`src/rtl/i2c_arbiter.sv`:
```
// ---------------------------------------------------------------------------
// i2c_arbiter
//
// Shares one I2C engine and its command-ROM address counter between N
// requesters. Pending requests are arbitrated round-robin. The winner's ROM
// start address is loaded into the address counter, the engine is kicked,
// and the engine busy flag is tracked until the transaction ends. While a
// transaction runs, read-byte strobes go only to the granted requester.
//
// Optional feature macro: I2C_ARB_TIMEOUT_EN
//   When defined, a transaction that stays in WAIT_BUSY/RUN for TIMEOUT
//   cycles is aborted: ERR pulses in place of DONE. When undefined, ERR is
//   tied to 0 and the FSM waits for the engine indefinitely.
//
// Ports
//   CLK         system clock (rising edge)
//   RESET       synchronous, active-high reset
//   REQ[N]      level request per requester
//   ADDR[N*AW]  ROM start address per requester, slice i = ADDR[i*AW +: AW]
//   GNT[N]      one-hot grant, held from LOAD through FIN
//   DONE[N]     one-cycle completion pulse to the granted requester
//   ERR[N]      one-cycle timeout-abort pulse to the granted requester
//   DATA_EN[N]  I2C_WR_ADV routed to the granted requester
//   SET_ADDR    load strobe for the command-ROM address counter
//   SET_VAL[AW] address loaded with SET_ADDR
//   I2C_START   one-cycle start pulse to the engine
//   I2C_BUSY    engine busy flag
//   I2C_WR_ADV  engine read-byte strobe
// ---------------------------------------------------------------------------
module i2c_arbiter #(
  parameter int N       = 4,
  parameter int AW      = 6,
  parameter int TW      = 20,
  parameter int TIMEOUT = 500000
) (
  input  logic            CLK,
  input  logic            RESET,
  input  logic [N-1:0]    REQ,
  input  logic [N*AW-1:0] ADDR,
  output logic [N-1:0]    GNT,
  output logic [N-1:0]    DONE,
  output logic [N-1:0]    ERR,
  output logic [N-1:0]    DATA_EN,
  output logic            SET_ADDR,
  output logic [AW-1:0]   SET_VAL,
  output logic            I2C_START,
  input  logic            I2C_BUSY,
  input  logic            I2C_WR_ADV
);

  localparam int PW = $clog2(N);

  localparam logic [2:0] S_IDLE = 3'd0;
  localparam logic [2:0] S_LOAD = 3'd1;
  localparam logic [2:0] S_KICK = 3'd2;
  localparam logic [2:0] S_WAIT = 3'd3;
  localparam logic [2:0] S_RUN  = 3'd4;
  localparam logic [2:0] S_FIN  = 3'd5;

  // Reject configurations the counter or pointer cannot represent.
  if (N < 2 || N > 8 || AW < 1 || TIMEOUT < 2 || TIMEOUT > (1 << TW)) begin : g_cfg_err
    $error("i2c_arbiter: unsupported parameter combination");
  end

  logic [2:0]    state_q, state_d;
  logic [PW-1:0] ptr_q, ptr_d;
  logic [PW-1:0] gidx_q, gidx_d;
  logic [N-1:0]  gnt_q, gnt_d;
  logic [AW-1:0] addr_q, addr_d;
  logic          abort_q, abort_d;

  logic          win_found;
  logic [PW-1:0] win_idx;
  logic [PW-1:0] scan_idx;
  logic          tmo_hit;
  logic          active;

  assign active = (state_q == S_WAIT) || (state_q == S_RUN);

  // Round-robin: first set REQ bit scanning upward from ptr, wrapping at N.
  always_comb begin
    win_found = 1'b0;
    win_idx   = '0;
    scan_idx  = '0;
    for (int k = 0; k < N; k++) begin
      scan_idx = PW'((int'(ptr_q) + k) % N);
      if (!win_found && REQ[scan_idx]) begin
        win_found = 1'b1;
        win_idx   = scan_idx;
      end
    end
  end

`ifdef I2C_ARB_TIMEOUT_EN
  localparam logic [TW-1:0] TMO_LAST = TW'(TIMEOUT - 1);

  logic [TW-1:0] tmo_q, tmo_d;

  // Counts cycles spent waiting on the engine; cleared when a new address
  // is loaded so each transaction gets the full budget.
  always_comb begin
    tmo_d = tmo_q;
    if (state_q == S_LOAD) begin
      tmo_d = '0;
    end else if (active) begin
      tmo_d = tmo_q + 1'b1;
    end
  end

  assign tmo_hit = active && (tmo_q == TMO_LAST);

  always_ff @(posedge CLK) begin
    if (RESET) begin
      tmo_q <= '0;
    end else begin
      tmo_q <= tmo_d;
    end
  end

  assign ERR = (state_q == S_FIN && abort_q) ? gnt_q : '0;
`else
  assign tmo_hit = 1'b0;
  assign ERR     = '0;
`endif

  always_comb begin
    state_d = state_q;
    ptr_d   = ptr_q;
    gidx_d  = gidx_q;
    gnt_d   = gnt_q;
    addr_d  = addr_q;
    abort_d = abort_q;
    case (state_q)
      S_IDLE: begin
        if (win_found) begin
          gnt_d          = '0;
          gnt_d[win_idx] = 1'b1;
          gidx_d         = win_idx;
          addr_d         = ADDR[int'(win_idx)*AW +: AW];
          abort_d        = 1'b0;
          state_d        = S_LOAD;
        end
      end
      S_LOAD: state_d = S_KICK;
      S_KICK: state_d = S_WAIT;
      S_WAIT: begin
        if (tmo_hit) begin
          abort_d = 1'b1;
          state_d = S_FIN;
        end else if (I2C_BUSY) begin
          state_d = S_RUN;
        end
      end
      S_RUN: begin
        if (tmo_hit) begin
          abort_d = 1'b1;
          state_d = S_FIN;
        end else if (!I2C_BUSY) begin
          state_d = S_FIN;
        end
      end
      S_FIN: begin
        // The just-served requester drops to lowest priority.
        ptr_d   = (int'(gidx_q) == N - 1) ? '0 : gidx_q + 1'b1;
        gnt_d   = '0;
        addr_d  = '0;
        abort_d = 1'b0;
        state_d = S_IDLE;
      end
      default: begin
        gnt_d   = '0;
        abort_d = 1'b0;
        state_d = S_IDLE;
      end
    endcase
  end

  always_ff @(posedge CLK) begin
    if (RESET) begin
      state_q <= S_IDLE;
      ptr_q   <= '0;
      gidx_q  <= '0;
      gnt_q   <= '0;
      addr_q  <= '0;
      abort_q <= 1'b0;
    end else begin
      state_q <= state_d;
      ptr_q   <= ptr_d;
      gidx_q  <= gidx_d;
      gnt_q   <= gnt_d;
      addr_q  <= addr_d;
      abort_q <= abort_d;
    end
  end

  assign GNT       = gnt_q;
  assign SET_ADDR  = (state_q == S_LOAD);
  assign SET_VAL   = (state_q == S_LOAD) ? addr_q : '0;
  assign I2C_START = (state_q == S_KICK);
  assign DONE      = (state_q == S_FIN && !abort_q) ? gnt_q : '0;
  // Only strobe path that is not registered: the engine's byte strobe is
  // forwarded in the same cycle, and only while the engine is ours.
  assign DATA_EN   = active ? (gnt_q & {N{I2C_WR_ADV}}) : '0;

endmodule
```
`config.mk`:
```
export PLATFORM = sky130hd
export DESIGN_NAME = i2c_arbiter
export DESIGN_NICKNAME = d
export VERILOG_FILES = /design/src/rtl/i2c_arbiter.sv
export SDC_FILE = /design/constraint.sdc
export NUM_CORES = 1
export LEC_CHECK = 0
export CORE_UTILIZATION = 39
export DETAILED_ROUTE_END_ITERATION = 10
export PLACE_DENSITY = 0.76
export SYNTH_ARGS = -nofsm -noshare
export SYNTH_HDL_FRONTEND = slang
export SYNTH_SLANG_ARGS = --single-unit
```
`constraint.sdc`:
```
create_clock -name CLK -period 1.7 [get_ports CLK]
set_input_delay 0.255 -clock CLK [delete_from_list [all_inputs] [get_ports CLK]]
set_output_delay 0.255 -clock CLK [all_outputs]
set_load 0.1 [all_outputs]
```
==> Word-level counts from Yosys, hierarchy flattened <==
Cells that the tools add are included.
{ "totals": {"reg_bits": 18, "in_bits": 32, "output_inout_bits": 24, "word_cells": 78} }
{ "classes": {"add_sub_neg": 4, "mul": 1, "magnitude_cmp": 6, "eq_ne": 9, "shift": 1, "n_mux": 32, "bitwise_logic": 2, "reduce_logical": 17} }
{ "ops": {"columns": ["op", "n"], "rows": [
  ["indexed part select 24 x 6 -> 6 bit", 1],
  ["less-than comparator 2 x 3 -> 1 bit (second input constant)", 5],
  ["case mux 3 bit (5 select lines)", 1],
  ["two-way mux 4 bit", 3],
  ["two-way mux 6 bit", 2],
  ["case mux 6 bit (2 select lines)", 1],
  ["two-way mux 1 bit", 10],
  ["two-way mux 2 bit", 5],
  ["two-way mux 3 bit", 3],
  ["binary-select mux 1 bit (select 2 bit)", 4],
  ["case mux 4 bit (2 select lines)", 1],
  ["equality test 3 x 2 -> 1 bit (second input constant)", 2],
  ["equality test 3 bit (second input constant)", 2],
  ["inequality test 2 bit (second input constant)", 3],
  ["AND reduction 2 bit", 3],
  ["logical AND 1 bit", 5],
  ["adder 2 x 1 -> 2 bit (second input constant)", 2],
  ["adder 2 bit (second input constant)", 2],
  ["bitwise AND 4 bit", 1],
  ["logical NOT 1 bit", 4],
  ["multiplier 2 x 2 -> 4 bit (second input constant)", 1],
  ["OR reduction 4 bit", 1],
  ["equality test 3 x 1 -> 1 bit (second input constant)", 1],
  ["logical NOT 3 bit", 1],
  ["8 further kinds", 8]
]} }

==> Logic depth before layout (Yosys ltp) <==
Gate-level depths: netlist of the first run.
{ "depth": {"word_depth": 18, "ltp_mapped": 6, "depth_no_buf": 5} }

==> Least setup slack after synthesis of the first run <==
No wires, ideal clock.
{ "synth_timing": {"path_kind": "flip-flop to output port", "start": "register state_q[2]", "end": "output SET_VAL[0]", "arrival_ns": 3.757, "required_ns": 1.445, "setup_slack_ns": -2.312, "stages_incl_launch_ff": 4, "n_path_buf": 1, "cell_sequence": "dfxtp_1 > buf_1 > nor3_1 > and2_1"} }
{ "synth_via": {"elab_chain_cells": 2} }
{ "synth_lines": {"columns": ["element", "line", "source"], "rows": [
  ["start: declaration", "65", "logic [2:0] state_q, state_d;"],
  ["start signal: assignment", "187", "state_q <= state_d;"],
  ["equality test 3 x 1 -> 1 bit", null, null],
  ["net SET_ADDR", "44", "output logic SET_ADDR,"],
  ["two-way mux 6 bit", "198", "assign SET_VAL = (state_q == S_LOAD) ? addr_q : '0;"],
  ["end: declaration", "45", "output logic [AW-1:0] SET_VAL,"]
]} }
The timed path passes the listed nets, and every way through them passes these cells.

==> Worst setup path in the final report of the first run <==
{ "layout_timing": {"start": "register state_q[1]", "end": "output DATA_EN[1]"} }
{ "layout_via": {"elab_chain_cells": 3, "word_cells_on_any_way": 4, "cone_classes": "eq/ne (2); mux (1); reduce/logical (1)"} }
{ "layout_lines": {"columns": ["element", "line", "source"], "rows": [
  ["equality test 3 x 2 -> 1 bit or equality test 3 bit (tied branches)", "78", "assign active = (state_q == S_WAIT) || (state_q == S_RUN);"],
  ["logical OR 1 bit (*)", "78", null],
  ["two-way mux 4 bit (*)", "203", "assign DATA_EN = active ? (gnt_q & {N{I2C_WR_ADV}}) : '0;"],
  ["end: declaration", "43", "output logic [N-1:0] DATA_EN,"]
]} }
Every way passes the cells marked *; elsewhere a longest branch is shown, timed or not.

==> results.cfg, run 1 <==
[logic_synthesis]
synth_edf_count = 0
ys_ff_latch = 17
syn_area_per_cell_sq_um = 8.36
synth_area_leaders = dfxtp_1 31%, mux2i_1 13%, and2_1 6.9%, nand2_1 5.9%, o221ai_1 4.8%
yosysSeqAreaShare = 0.313
yosys.area.top_type = dfxtp_1
syn_area_sq_mm = 0.00109
synthArstFlopShare = 0
yosysUniqueCellTypes = 33
netlist_instances = 130
synth_top_area_share = 0.313
ys_top_cells_by_count = 17 x dfxtp_1, 17 x nand2_1, 14 x mux2i_1
synth-warning-count = 0
synthFlopType = dfxtp_1

[sta]
layout_setup_ws_ns = -0.0877
setup_tns_ns = -0.656
min_period_ns = 1.79
rsz0062_at_grt = true
final-hold-violation-count = 0
setup_viol = 15
hold-worst-slack_ns = 0.481
slew_violations = 0
skew_ns = 0.00677
period_share = 1.05
max_freq_ghz = 0.559

[power_and_ir_drop]
ir_worst_vdd_v = 0.000596
power_density_mw_per_mm2 = 642
leakage_nw = 0.926

[layout]
antenna_cells = 0
area_delta_synth_final_pct = 101
fin_util = 0.860
nNetsFinal = 237
drive_gt1_frac = 0.443

[global_routing]
grt_pass1_vias = 1258
grt_remaining_overflow = 0
grt_max_degree = 13
grt_antenna_before_repair = 0
grt_pass1_wl_um = 5670
grt_use_total = 0.269

[die]
core_area_sq_mm = 0.00254
row_count = 18
io_pins = 56
fp.dieArea_sq_mm = 0.00300
initial_core_util = 0.427
die_x_um = 54.8
fp.dieH_um = 54.8

[setup_path]
cpLargestDelayFamily = flip-flops
worst_setup_path_end_kind = primary output
crit_start = state_q[1]
r2r_end = GNT[2]
crit_buf_inv = 2
slowest_delay_ns = 0.38
crit_type = flip-flop to primary output
crit_chain = nor2_4, nand2_2, a21boi_1, buf_4, and2_4, buf_12
cp-start-kind = flip-flop
cp.arrival_ns = 1.53
cp_data_required_time_ns = 1.44
cpMaxStageDelayCell = dfxtp_4
timing.rr.start = state_q[0]
critPathMaxFanout = 4
r2r_slack_ns = -0.02
rr_worst_depth = 5

[clock_tree]
clock-root-buffer = clkbuf_4
insertion_delay_ns = 0.29
cts_made_buffers = 3
cts_tree = yes
cts_max_path_buffers = 2
cts_hold_buf = 0
cts_max_level = 1
clk_pin_slew_ns = 0.11
cts.sinks = 17

[placed_design]
numPortBuffers = 51
place_hpwl_um = 2550
gp_congestion = 0.788
place_ws_ns = -0.261

[min_path]
hold_path_depth = 2
min_path_type = flip-flop to flip-flop
min_from = gidx_q[1]
holdPathEnd = gidx_q[1]

[run]
maxCapViolCount = 0

[status]
violations = negative setup slack
status = finished with violations

[detailed_routing]
final_antenna_net_count = 0
post_drt_via_cell_ratio = 5.58
drt_pass1_iterations = 4
drt_wl_total_um = 3970
drtIter0Drc = 34
vias = 1300
wl_per_cell_um = 17.0
drc = 0
-- logic make-up (layout without fill, tap and decap cells) --
family,Yosys count,after routing,share of synthesized area
AOI/OAI and AO/OA,24,24,0.175
adders and majority gates,1,1,0.0115
buffers and inverters,11,81,0.0656
DFF,17,17,0.313
muxes,14,14,0.129
other,1,4,0.00345
and+or+nand+nor,62,62,0.303
-- power breakdown --
group	switching, mW	leakage [nW]	internal, mW
logic	0.394	0.765	0.314
clock network	0.133	0.0177	0.0874
registers	0.0414	0.144	0.435
-- placed cells by master (no fill, tap or decap), drive strengths merged, types with 2 or more instances in the layout --
cell,n
inv,3
buf,43
nand3,2
a21oi,7
and2,12
o32a,4
clkdlybuf4s50,31
nor4,3
o221ai,7
nor3,5
mux2i,14
dfxtp,17
nor2,13
nand2b,2
conb,4
nand2,17
clkbuf,3
nor2b,4
-- worst max path at each step --
stage | cells past startpoint | endpoint | slack (ns)
after floorplan | 3 | SET_VAL[0] | -0.40
after global placement | 7 | addr_q[1] | -0.19
after detailed placement | 7 | addr_q[4] | -0.26
after CTS | 6 | DONE[3] | -0.01
after global routing | 7 | DATA_EN[1] | -0.18
final | 6 | DATA_EN[1] | -0.09
-- per-stage QoR --
step	power, mW	area (sq um)	cells
after global placement	1.08	1970	218
after global routing	1.46	2190	233
after floorplan	0.864	1190	133
final	1.40	2190	233
after CTS	1.37	2120	230
after detailed placement	1.10	1970	218
-- registers in the layout, indices dropped and copies added, names as in the netlist --
signal   count
GNT          4
addr_q       6
gidx_q       2
ptr_q        2
state_q      3
-- layout make-up --
class                           count  area [sq um]
Timing Repair Buffer               74           920
Sequential cell                    17           362
Clock buffer                        3          22.5
Multi-Input combinational cell    105           823
Tap cell                           30          37.5
Clock inverter                      1          5.00
Fill cell                         133           357
Inverter                            3          18.8
-- routing by layer --
metal	wire [um]	up-vias	part of all wire	GRT usage
met5	0	-	0	0
met4	24	0	0.0061	0.103
met3	274	4	0.069	0.0472
met2	2170	57	0.55	0.492
met1	1500	627	0.38	0.304
li1	-	612	-	-
-- worst min-delay path: stages (launching register included) --
cell	delay (ns)
dfxtp_1	0.33
nand2_1	0.05
a21oi_1	0.06
-- what timing repair did --
action	CTS	global route
endpoints found under the hold margin	0	0
gates resized for setup	17	12
pin swaps	7	3
buffers inserted	8	3
endpoints found under the setup margin	14	21
gates cloned	0	0
(Power assumes the default switching activity.)
==> run 2: changes to the inputs <==
CORE_UTILIZATION = 35   (was 39)
PLACE_DENSITY = 0.72   (was 0.76)
clock period = 1.5 ns   (was 1.7 ns; I/O delays follow)
==> run 2 against run 1 <==
  * Register-to-register slack lost 0.07 ns
  * Flip-flop and latch count is the same
  * Clock skew shrank 0.0026 ns
  * Sequential share of layout area shrank 1.7 points
  * Non-clock buffer count grew 18
  * Critical endpoint is now DATA_EN[3]
  * The flow finishes with violations (design-rule violations, negative setup slack)
  * Critical path type unchanged
  * Power grew 24%
  * Highest routed layer unchanged
  * Final cell count grew 8.2%
  * Count of clock-buffer cells in the layout grew 1
  * Final area grew 12%
==> results.cfg, run 2 (synthesis results as in run 1) <==
[clock_tree]
cts_max_path_buffers = 2
cts.sinks = 17
cts_made_buffers = 3
insertion_delay_ns = 0.30
cts_max_level = 1
clock-root-buffer = clkbuf_4
clk_pin_slew_ns = 0.11
cts_tree = yes

[status]
violations = design-rule violations, negative setup slack
status = finished with violations

[setup_path]
r2r_slack_ns = -0.09
cp_num_cells = 7
rr_worst_depth = 5
crit_type = flip-flop to primary output
r2r_end = GNT[0]
critPathCapture = DATA_EN[3]
timing.rr.start = state_q[0]
worst_setup_path_end_kind = primary output
cp-start-kind = flip-flop
crit_chain = inv_4, nor2_4, nand2_2, a21boi_2, buf_4, and2_4, buf_12
slowest_delay_ns = 0.40
critPathMaxFanout = 4
crit_buf_inv = 3
cpLargestDelayFamily = flip-flops
cp_data_required_time_ns = 1.27
crit_start = state_q[0]
cpMaxStageDelayCell = dfxtp_4
cp.arrival_ns = 1.51

[sta]
final-hold-violation-count = 0
max_freq_ghz = 0.577
skew_ns = 0.00415
min_period_ns = 1.73
setup_tns_ns = -3.61
layout_setup_ws_ns = -0.233
setup_viol = 27
period_share = 1.16
slew_violations = 0
rsz0062_at_grt = true

[detailed_routing]
drtIter0Drc = 27
final_antenna_net_count = 0
vias = 1364
drc = 3
drt_wl_total_um = 4360
post_drt_via_cell_ratio = 5.41
wl_per_cell_um = 17.3
drt_pass1_iterations = 7

[power_and_ir_drop]
ir_worst_vdd_v = 0.000560
p_total_mw = 1.74
power_density_mw_per_mm2 = 714
leakage_nw = 1.05

[layout]
area_delta_synth_final_pct = 125
final_cells = 252
largest_reg_flops = 6
antenna_cells = 0
fin_util = 0.856
final_cell_mix = 32 x buf_4, 27 x clkdlybuf4s50_1, 21 x buf_12
layout_commonest_cell = buf_4
nNetsFinal = 255
top_register = addr_q
drive_gt1_frac = 0.548

[die]
fp.dieH_um = 57.7
io_pins = 56
fp.dieArea_sq_mm = 0.00333
core_area_sq_mm = 0.00285
die_x_um = 57.7
initial_core_util = 0.381
row_count = 19

[placed_design]
place_ws_ns = -0.442
numPortBuffers = 51
gp_congestion = 0.771
dp.cells = 229
place_hpwl_um = 2830

[global_routing]
grt_max_degree = 13
grt_antenna_before_repair = 0
grt_pass1_wl_um = 6520
grt_use_total = 0.259
grt_pass1_vias = 1426
grt_remaining_overflow = 0

[min_path]
min_path_type = flip-flop to flip-flop
min_from = gidx_q[1]

[run]
maxCapViolCount = 0
## run 2: changes by cell type in the layout (fill, tap and decap cells not counted), sizes merged
cell,previous run,this run
bufbuf,0,1
dlygate4sd2,0,4
clkbuf,3,4
clkdlybuf4s50,31,27
clkinv,1,0
buf,43,60
## run 2: area by class of cell
cell class	instances	area [sq um]
well taps	31	38.8
flip-flops and latches	17	363
clock buffers	4	26.3
fillers	143	412
inverters	3	13.8
repair buffers	92	1080
multi-input cells	105	922
## run 2: what timing repair did
action / in CTS / in global routing
gates cloned: 1 / 0
gates resized for setup: 36 / 11
hold buffers: 0 / 0
setup endpoints to repair: 25 / 29
buffers inserted: 13 / 5
pin swaps: 27 / 11
## run 2: worst min path at each step
stage                     depth (start not counted)  slack, ns    endpoint
after floorplan                                   1       0.30  state_q[1]
after global placement                            2       0.45   addr_q[1]
after detailed placement                          2       0.46   gidx_q[1]
after CTS                                         2       0.48   gidx_q[1]
after global routing                              2       0.50   gidx_q[1]
final                                             2       0.47   gidx_q[1]
## run 2: worst reg2reg max path, cell delays in order, from the launching register on
cell     delay (ns)
dfxtp_4        0.38
buf_4          0.15
or2_4          0.26
or3_4          0.35
o32a_1         0.30
nor2_1         0.09
## run 2: where the power goes
part / internal [mW] / leakage, nW / switching, mW
Combinational: 0.445 / 0.888 / 0.493
Sequential: 0.493 / 0.144 / 0.0459
Clock: 0.104 / 0.0150 / 0.163
## run 2: metrics by stage
| stage | hold WS, ns | cell area [sq um] |
|---|---|---|
| 5_1_grt | 0.501 | 2440 |
| 2_1_floorplan | 0.302 | 1190 |
| 6_report | 0.474 | 2440 |
| 4_1_cts | 0.477 | 2340 |
| 3_3_place_gp | 0.448 | 2050 |
| 3_5_place_dp | 0.462 | 2050 |
## run 2: routing by layer
layer,track usage,wire (um)
met4,0.136,187
met2,0.463,2320
met3,0.0536,165
met1,0.287,1680
met5,0,0
==> run 3: changes to the inputs <==
CORE_ASPECT_RATIO = 0.8   (was not set)
CORE_MARGIN = 2   (was not set)
CTS_CLUSTER_DIAMETER = 150   (was not set)
==> run 3 against run 2 <==
  * The flow finishes with violations (negative setup slack)
  * Maximum frequency down 0.95%
  * Global-route usage fell by 1.6 points
  * Count of clock-buffer cells in the layout is the same
  * Flip-flop and latch count stayed put
  * Die area up 7.1%
  * Register-to-register slack is essentially flat
  * Largest power group unchanged
  * Highest routed layer unchanged
==> results.cfg, run 3 (synthesis results as in run 1) <==
[sta]
skew_ns = 0.00495
min_period_ns = 1.75
setup_viol = 23
final-hold-violation-count = 0
max_freq_ghz = 0.572
hold-worst-slack_ns = 0.488
period_share = 1.17
slew_violations = 0
layout_setup_ws_ns = -0.250
rsz0062_at_grt = true

[layout]
area_delta_synth_final_pct = 124
drive_gt1_frac = 0.540
nNetsFinal = 249
layout_commonest_cell = clkdlybuf4s50_1
antenna_cells = 0
final_cell_mix = 27 x clkdlybuf4s50_1, 25 x buf_4, 22 x buf_12
top_register = addr_q
largest_reg_flops = 6
final_cells = 255

[setup_path]
critPathMaxFanout = 5
cp-start-kind = flip-flop
worst_setup_path_end_kind = primary output
crit_type = flip-flop to primary output
cp.arrival_ns = 1.52
cp_data_required_time_ns = 1.27

[die]
fp.dieH_um = 53.9
row_count = 18
die_x_um = 66.3
initial_core_util = 0.360
fp.dieArea_sq_mm = 0.00357
io_pins = 56
core_area_sq_mm = 0.00302

[global_routing]
use_met1 = 0.322
grt_remaining_overflow = 0
grt_max_degree = 13
grt_use_met3 = 0.0377
grt_antenna_before_repair = 0
grt_busiest_layer = met2
grt_use_met2 = 0.417
grt_use_total = 0.243
grt_pass1_wl_um = 6480
grt_pass1_vias = 1295

[min_path]
min_path_type = flip-flop to flip-flop

[clock_tree]
cts_max_path_buffers = 2
cts_made_buffers = 3
cts_tree = yes
clk_pin_slew_ns = 0.07
cts_max_level = 1
insertion_delay_ns = 0.25
cts.sinks = 17
clock-root-buffer = clkbuf_8

[placed_design]
gp_congestion = 0.808
dp.cells = 239
place_hpwl_um = 2860
numPortBuffers = 51

[status]
violations = negative setup slack
status = finished with violations

[power_and_ir_drop]
p_total_mw = 1.79
power_density_mw_per_mm2 = 736
p_comb_frac = 0.509
cellInternalPower_mw = 1.10
ir_worst_vdd_v = 0.000667
p_clk_frac = 0.190
sw_frac_of_total = 0.387
p_seq_frac = 0.300
leakage_nw = 1.02
p_switching_mw = 0.694

[detailed_routing]
drt_pass1_iterations = 4
drt_wl_total_um = 4620
drtIter0Drc = 35
vias = 1371
drc = 0
post_drt_via_cell_ratio = 5.38
wl_per_cell_um = 18.1
final_antenna_net_count = 0

[run]
maxCapViolCount = 0
==> run 3: final timing paths <==
kind | start | end | slack [ns] | cells past startpoint
worst max-delay path | state_q[0] | DATA_EN[3] | -0.25 | 7
worst max register to register | state_q[1] | GNT[2] | -0.10 | 5
worst min-delay path | addr_q[4] | addr_q[4] | 0.49 | 2
worst min register to register | addr_q[4] | addr_q[4] | 0.49 | 2
==> run 3: per-stage QoR <==
step                      setup slack [ns]   util  instance area [sq um]  setup TNS, ns
after floorplan                     -0.574      -                   1190          -4.27
after global placement              -0.402  0.687                   2070          -4.03
after detailed placement            -0.453  0.687                   2070          -4.66
after CTS                           -0.148  0.757                   2280          -1.73
after global routing                -0.325  0.808                   2440          -3.69
final                               -0.250  0.808                   2440          -2.47
==> run 3: worst max-delay path, cell delays in order (launching register included) <==
cell      delay, ns
dfxtp_4        0.40
inv_6          0.05
nor2_4         0.10
nand2_1        0.07
a21boi_1       0.18
buf_4          0.16
and2_4         0.15
buf_12         0.16
==> run 3: area by class of cell <==
cell class              instances  area, sq um
flip-flops and latches         17          364
well taps                      40         50.0
inverters                       3         16.3
fillers                       180          581
clock buffers                   4         45.0
multi-input cells             105          922
repair buffers                 86         1040
==> run 3: what timing repair did <==
item / 4_1_cts / 5_1_grt
setup buffers: 8 / 5
hold buffers: 0 / 0
setup endpoints to repair: 26 / 24
pin swaps: 14 / 16
gates resized for setup: 20 / 32
gates cloned: 1 / 0
==> run 3: layer usage <==
layer  wire (um)  share of wire
met1        1880           0.41
met5           0              0
met4         158          0.034
met3         236          0.051
met2        2340           0.51
==> run 3: power by group through the flow <==
stage / clock network [mW] / registers (mW) / logic, mW
floorplan: 0 / 0.580 / 0.402
global placement: 0 / 0.538 / 0.725
detailed placement: 0 / 0.541 / 0.743
CTS: 0.341 / 0.535 / 0.811
global route: 0.372 / 0.543 / 0.948
finish: 0.341 / 0.539 / 0.913
